**config.mk**
```make
export PLATFORM = sky130hd
export DESIGN_NAME = cla_slice_sequencer
export DESIGN_NICKNAME = d
export VERILOG_FILES = /design/src/rtl/cla_slice_sequencer.sv
export SDC_FILE = /design/constraint.sdc
export NUM_CORES = 1
export LEC_CHECK = 0
export BUFFER_PORTS_ARGS = -buffer_cell sky130_fd_sc_hd__buf_2
export CORE_UTILIZATION = 42
export DETAILED_ROUTE_END_ITERATION = 12
export GPL_TIMING_DRIVEN = 0
export PLACE_DENSITY = 0.67
export SLEW_MARGIN = 20
export SYNTH_ARGS = -nofsm -noshare
export SYNTH_HDL_FRONTEND = slang
export SYNTH_SLANG_ARGS = --single-unit
```
**constraint.sdc**
```tcl
create_clock -name clk -period 5.4 [get_ports clk]
set_clock_uncertainty 0.05 [all_clocks]
set_input_delay 0.54 -clock clk [delete_from_list [all_inputs] [get_ports clk]]
set_output_delay 0.54 -clock clk [all_outputs]
set_load 0.02 [all_outputs]
```
**src/rtl/cla_slice_sequencer.sv**
```systemverilog
// Multi-cycle WIDTH-bit add/subtract that time-shares one SLICE-bit carry-lookahead
// adder, LSB slice first, with the slice carry registered between cycles.
module cla_slice_sequencer #(
  parameter int WIDTH = 64,
  parameter int SLICE = 16
) (
  input  logic             clk,
  input  logic             rst_n,
  input  logic             in_valid,
  output logic             in_ready,
  input  logic             op_sub,
  input  logic [WIDTH-1:0] op_a,
  input  logic [WIDTH-1:0] op_b,
  output logic             out_valid,
  input  logic             out_ready,
  output logic [WIDTH-1:0] sum,
  output logic             cout,
  output logic             ovf,
  output logic             zero
);

  localparam int NS    = WIDTH / SLICE;
  localparam int IDX_W = (NS > 1) ? $clog2(NS) : 1;

  if ((WIDTH % SLICE) != 0 || (SLICE % 4) != 0 || NS < 1) begin : g_bad_param
    $error("cla_slice_sequencer: WIDTH must be a multiple of SLICE, SLICE a multiple of 4");
  end

  typedef enum logic [1:0] {S_IDLE, S_RUN, S_DONE} state_t;

  state_t           state, state_nxt;
  logic [IDX_W-1:0] idx;
  logic [WIDTH-1:0] a_q, b_q, sum_q, sum_nxt;
  logic             carry_q, cout_q, ovf_q, zero_q;
  logic [SLICE-1:0] a_sl, b_sl;
  logic [SLICE+1:0] sl_res;
  logic             accept, last_slice;

  // Returns {carry into bit SLICE-1, carry out, sum}; 4-bit lookahead groups rippled.
  function automatic logic [SLICE+1:0] cla_add(input logic [SLICE-1:0] a,
                                               input logic [SLICE-1:0] b,
                                               input logic             cin);
    logic [SLICE-1:0] g, p;
    logic [SLICE:0]   c;
    g = a & b;
    p = a ^ b;
    c = '0;
    c[0] = cin;
    for (int k = 0; k < SLICE; k += 4) begin
      c[k+1] = g[k] | (p[k] & c[k]);
      c[k+2] = g[k+1] | (p[k+1] & g[k]) | (p[k+1] & p[k] & c[k]);
      c[k+3] = g[k+2] | (p[k+2] & g[k+1]) | (p[k+2] & p[k+1] & g[k])
             | (p[k+2] & p[k+1] & p[k] & c[k]);
      c[k+4] = g[k+3] | (p[k+3] & g[k+2]) | (p[k+3] & p[k+2] & g[k+1])
             | (p[k+3] & p[k+2] & p[k+1] & g[k])
             | (p[k+3] & p[k+2] & p[k+1] & p[k] & c[k]);
    end
    return {c[SLICE-1], c[SLICE], p ^ c[SLICE-1:0]};
  endfunction

  assign a_sl       = a_q[idx*SLICE +: SLICE];
  assign b_sl       = b_q[idx*SLICE +: SLICE];
  assign sl_res     = cla_add(a_sl, b_sl, carry_q);
  assign last_slice = (idx == IDX_W'(NS - 1));
  assign accept     = in_valid && in_ready;

  always_comb begin
    sum_nxt = sum_q;
    sum_nxt[idx*SLICE +: SLICE] = sl_res[SLICE-1:0];
  end

  always_ff @(posedge clk) begin
    if (!rst_n) state <= S_IDLE;
    else        state <= state_nxt;
  end

  always_comb begin
    state_nxt = state;
    in_ready  = 1'b0;
    out_valid = 1'b0;
    case (state)
      S_IDLE: begin
        in_ready = 1'b1;
        if (in_valid) state_nxt = S_RUN;
      end
      S_RUN:  if (last_slice) state_nxt = S_DONE;
      S_DONE: begin
        out_valid = 1'b1;
        if (out_ready) state_nxt = S_IDLE;
      end
      default: state_nxt = S_IDLE;
    endcase
  end

  // Operand latch on accept, then one slice per cycle; flags captured with the top slice.
  always_ff @(posedge clk) begin
    if (!rst_n) begin
      idx     <= '0;
      carry_q <= 1'b0;
      a_q     <= '0;
      b_q     <= '0;
      sum_q   <= '0;
      cout_q  <= 1'b0;
      ovf_q   <= 1'b0;
      zero_q  <= 1'b0;
    end else if (accept) begin
      a_q     <= op_a;
      b_q     <= op_sub ? ~op_b : op_b;
      carry_q <= op_sub;
      idx     <= '0;
    end else if (state == S_RUN) begin
      sum_q   <= sum_nxt;
      carry_q <= sl_res[SLICE];
      if (last_slice) begin
        cout_q <= sl_res[SLICE];
        ovf_q  <= sl_res[SLICE+1] ^ sl_res[SLICE];
        zero_q <= (sum_nxt == '0);
        idx    <= '0;
      end else begin
        idx <= idx + 1'b1;
      end
    end
  end

  assign sum  = sum_q;
  assign cout = cout_q;
  assign ovf  = ovf_q;
  assign zero = zero_q;

endmodule
```
# Word-level counts from Yosys, hierarchy flattened
# Cells that the tools add are included.
# Widths: inputs -> output; s select.
# word_totals
ff_bits	200
wordCells	151
# classes
addsub	2
n_eq_ne	6
n_shift	4
mux	11
n_bitwise	111
reduce_logical	8
# ops
operator	count
$shiftx 64x7->16	2
$and 1x1->1	64
$bwmux 64	1
$logic_not 64->1	1
$mux 64	1
$not 64->64	1
$shift 16x34->64 const A	1
$shiftx 16x34->64	1
$or 1x1->1	40
$neg 6->34	1
$xor 16x16->16	2
$and 16x16->16	1
$mux 2	4
$ne 2x2->1 const B	3
$pmux 2 s3	1
$reduce_and 3->1	2
$eq 2x2->1 const B	2
$mux 1	4
$add 2x1->2 const B	1
$eq 2x1->1 const B	1
$logic_not 2->1	1
$not 1->1	2
$reduce_and 2->1	1
$reduce_bool 2->1	1
other kinds (3)	3

# Logic depth before layout (Yosys ltp)
# depth
depth_word	17
mapped_depth	19

# Least setup slack after synthesis
# OpenSTA, ideal clock, no wires.
# synth_path
path_kind	register -> register
from	register idx[0]
to	register zero_q, in the netlist zero
setup_ps	70
t_arrival_ps	4876
required_time_ps	5280
slack_ps	404
stages_incl_launch_ff	20
path_cell_list	dfxtp_1 -> buf_2 -> buf_1 -> mux4_2 -> ha_1 -> a21oi_1 -> nand2_1 -> o21ai_0 -> nand2b_1 -> a31oi_1 -> o21bai_1 -> fa_1 -> xor2_1 -> or2_1 -> nor4_2 -> o21bai_1 -> a2111oi_0 -> o221ai_1 -> a2111oi_2 -> o2bb2ai_1
# synth_between
elab_chain_cells	17
# synth_rtl
element	line_no	text
start: declaration	32	logic [IDX_W-1:0] idx;
start signal: assignment	120	idx <= idx + 1'b1;
$shiftx 64x7->16 (on tied branches)	61, 62	
$xor 16x16->16 / $and 16x16->16 (equally long branches)	46, 45	
$and 1x1->1 (on tied branches)	54, 55, 56	
$or 1x1->1 (tied with other cells) (2 in a row)	54	c[k+4] = g[k+3] | (p[k+3] & g[k+2]) | (p[k+3] & p[k+2] & g[k+1])
$or 1x1->1 / $and 1x1->1 (equally long branches)	55, 56	
$or 1x1->1	56	| (p[k+3] & p[k+2] & p[k+1] & p[k] & c[k]);
$and 1x1->1	56	
$or 1x1->1	56	
$and 1x1->1	56	
$or 1x1->1	56	
$and 1x1->1 (on tied branches)	50, 51, 53	
$or 1x1->1 (on tied branches)	50, 51, 53	
$xor 16x16->16	58	return {c[SLICE-1], c[SLICE], p ^ c[SLICE-1:0]};
$shiftx 16x34->64	69	sum_nxt[idx*SLICE +: SLICE] = sl_res[SLICE-1:0];
$bwmux 64	69	
$logic_not 64->1	117	zero_q <= (sum_nxt == '0);
end signal: assignment	117	
end: declaration	34	logic carry_q, cout_q, ovf_q, zero_q;
# Several ways; a longest one is shown, not always the timed one.
# A chain may end at the register's enable or synchronous reset.

# Worst setup path after layout
# layout_path
from	register idx[1]
to	register zero_q, in the netlist zero
# Same word-level chain as after synthesis.

==> results.sh <==
export IMPL_drtAntennaViolNets=0
export IMPL_status="finished, final reports clean"
export IMPL_wirelength_um=28700
export IMPL_ir_worst_vdd_mv=0.187
export IMPL_startpoint_type="flop"
export IMPL_ys_seq_area_frac=0.412
export IMPL_grt_max_degree=21
export IMPL_setup_viol=0
export IMPL_hold_viol=0
export IMPL_pwr_share_clk=0.357
export IMPL_critical_path_class="reg -> reg"
export IMPL_core_area_sq_um=22700
export IMPL_met3WireLength_um=1820
export IMPL_synth_cell_types=51
export IMPL_gp_congestion=0.895
export IMPL_worst_path_buf_inv=2
export IMPL_hp_class="in -> reg"
export IMPL_grt_pass1_vias=8083
export IMPL_synth_async_reset_ratio=0
export IMPL_fmax_ghz=0.194
export IMPL_switching_share=0.308
export IMPL_crit_family="compound AO/OA/AOI/OAI gates"
export IMPL_cap_violations=0
export IMPL_start_util=0.428
export IMPL_cts_tree="built"
export IMPL_synth_compound_area_frac=0.206
export IMPL_vias=8453
export IMPL_yosysWarnings=0
export IMPL_layout_cells_most_common="nand2_1"
export IMPL_pin_count=202
export IMPL_worst_ep_required_time_ns=5.72
export IMPL_groute_usage_overall=0.244
export IMPL_critPathMaxStageDelay_ns=0.42
export IMPL_grt_setup_unrepaired="false"
export IMPL_highest_layer="met4"
export IMPL_portBuffers=200
export IMPL_synth_cells=1030
export IMPL_vias_per_cell=5.46
export IMPL_drc=0
export IMPL_power_frac_comb=0.188
export IMPL_insertedDiodeCount=0
export IMPL_synthXorXnorAreaFrac=0.0675
export IMPL_p_int_mw=2.44
export IMPL_area_growth_pct=20.4
export IMPL_synth_seq_cells=200
export IMPL_syn_nets=1189
export IMPL_postSynthAreaPerCell_sq_um=9.45
export IMPL_synth_top_family_by_area="compound AO/OA/AOI/OAI gates"
export IMPL_synth_simple_area_share=0.168
export IMPL_final_util=0.516
export IMPL_p_leak_nw=5.21
export IMPL_slowest_stage="fa_1"
export IMPL_drv_slew=0
export IMPL_drt_pass1_iter_count=6
export IMPL_dpl_worst_slack_ns=-0.671
export IMPL_fin_crit_ns=5.14
export IMPL_cp_max_fo=10
export IMPL_crit_path_cell_trace="clkbuf_2 > clkbuf_2 > mux4_2 > ha_1 > a21oi_1 > o21ai_0 > nand2b_1 > a31oi_2 > o21bai_1 > fa_1 > xor2_2 > or2_1 > nor4_2 > o21bai_1 > a2111oi_2 > o221ai_1 > a2111oi_2 > o2bb2ai_1"
export IMPL_finalCritPeriodShare=0.952
export IMPL_tightest_slew_ns=0.990
export IMPL_cp_arrival_ns=5.46
export IMPL_p_seq_frac=0.455
export IMPL_wl_per_cell_um=18.5
export IMPL_fin_ws_ns=0.257
export IMPL_clk_pin_slew_ns=0.08
export IMPL_cts_root_buf="clkbuf_16"
export IMPL_power_density_nw_per_um2=302
export IMPL_cts_htree_levels=4
export IMPL_insertion_delay_ns=0.45
export IMPL_dr_first_iter_drc_count=609
export IMPL_yosys_area_share_adder=0.0365
export IMPL_route_met2_wl_um=13400
export IMPL_m1WireLength_um=12900
export IMPL_ys_flop_type="dfxtp_1"
export IMPL_fin_nets=1408
export IMPL_die_h_um=154
export IMPL_clock_sinks=200
export IMPL_cts_buffers=17
export IMPL_grt_pass1_wl_um=44400
export IMPL_synth_edf_count=0
export IMPL_die_area_sq_um=23800
export IMPL_rows=55
export IMPL_endpoint_kind="flop"
export IMPL_relSlewSlack=0.335
export IMPL_antenna_found_initial=0
export IMPL_synth_mux_area_fraction=0.0761
export IMPL_p_switching_mw=1.09
export IMPL_grt_overflow=0
export IMPL_dp_hpwl_um=22300
export IMPL_synthesis_area_sq_um=9730
export IMPL_die_w_um=154
export IMPL_clock_path_buffers=2
export IMPL_mostFrequentLayoutCells="nand2_1 (218), buf_2 (202), dfxtp_1 (199)"
export IMPL_drive_gt1_frac=0.226
[cell usage after synthesis, drive strengths merged, types with 19 or more instances]
master  instances  area share
xnor2          68       0.061
a22oi          60       0.047
nor2           23      0.0089
a21boi         70       0.054
nor2b          61       0.039
o211a          66       0.068
clkbuf         63       0.024
dfxtp         200        0.41
mux4           32       0.074
ha             22       0.028
nand2         218       0.084
a21oi          19      0.0098
[final timing paths]
| path | from | to | slack [ns] | cells after the start |
|---|---|---|---|---|
| worst max-delay path | idx[1] | zero | 0.26 | 18 |
| worst min-delay path | op_a[41] | a_q[41] | 0.29 | 3 |
| worst max register to register | idx[1] | zero | 0.26 | 18 |
| worst min register to register | a_q[11] | a_q[11] | 0.41 | 2 |
[per-stage QoR]
stage          instances  hold WS, ns  TNS [ns]  instance area (sq um)  total power [mW]
2_1_floorplan       1030        0.390         0                   9730              2.05
3_3_place_gp        1515        0.399    -0.534                  11100              2.28
3_5_place_dp        1515        0.405    -0.671                  11100              2.29
4_1_cts             1547        0.285         0                  11700              3.52
5_1_grt             1547        0.292         0                  11700              3.65
6_report            1547        0.288         0                  11700              3.53
[flip-flops by register name (all words and copies together), names as in the netlist]
| name | cells |
|---|---|
| a_q | 64 |
| b_q | 64 |
| sum | 64 |
| idx | 2 |
| state | 2 |
| carry_q | 1 |
| cout | 1 |
| ovf | 1 |
| zero | 1 |
[worst register-to-register path: stages, from the launching register on]
cell       delay, ns
dfxtp_1         0.39
clkbuf_2        0.29
clkbuf_2        0.38
mux4_2          0.41
ha_1            0.38
a21oi_1         0.15
o21ai_0         0.18
nand2b_1        0.27
a31oi_2         0.26
o21bai_1        0.11
fa_1            0.42
xor2_2          0.28
or2_1           0.30
nor4_2          0.14
o21bai_1        0.11
a2111oi_2       0.35
o221ai_1        0.20
a2111oi_2       0.25
o2bb2ai_1       0.15
[cell type report]
cell class / instances / area [sq um]
Buffer: 78 / 322
Clock buffer: 17 / 425
Clock inverter: 15 / 151
Fill cell: 2166 / 11000
Inverter: 8 / 30.0
Multi-Input combinational cell: 744 / 5420
Sequential cell: 200 / 4010
Tap cell: 285 / 357
Timing Repair Buffer: 200 / 1000
[repair_timing]
item	CTS	global route
hold buffers	0	0
setup buffers	0	0
hold endpoints to repair	0	0
resized for setup	16	10
endpoints found under the setup margin	1	1
[kinds of logic after synthesis]
| group | Yosys count |
|---|---|
| AND/OR/NAND/NOR | 359 |
| AO/OA/AOI/OAI | 250 |
| flip-flops | 200 |
| buffers and inverters | 86 |
| XOR/XNOR | 75 |
| multiplexers | 34 |
| adder cells (fa/ha/maj) | 26 |
[power by group through the flow]
stage               Clock [mW]  Sequential (mW)  Combinational [mW]
floorplan                    0             1.63               0.416
global placement             0             1.64               0.638
detailed placement           0             1.64               0.649
CTS                       1.26             1.61               0.653
global route              1.31             1.62               0.717
finish                    1.26             1.61               0.664
[routing by layer]
layer  vias to the layer above  GRT usage
met1                      4005      0.333
met3                        39     0.0331
met2                       326      0.400
li1                       4083          -
met4                         0     0.0795
met5                         -          0
(Power assumes the default switching activity.)
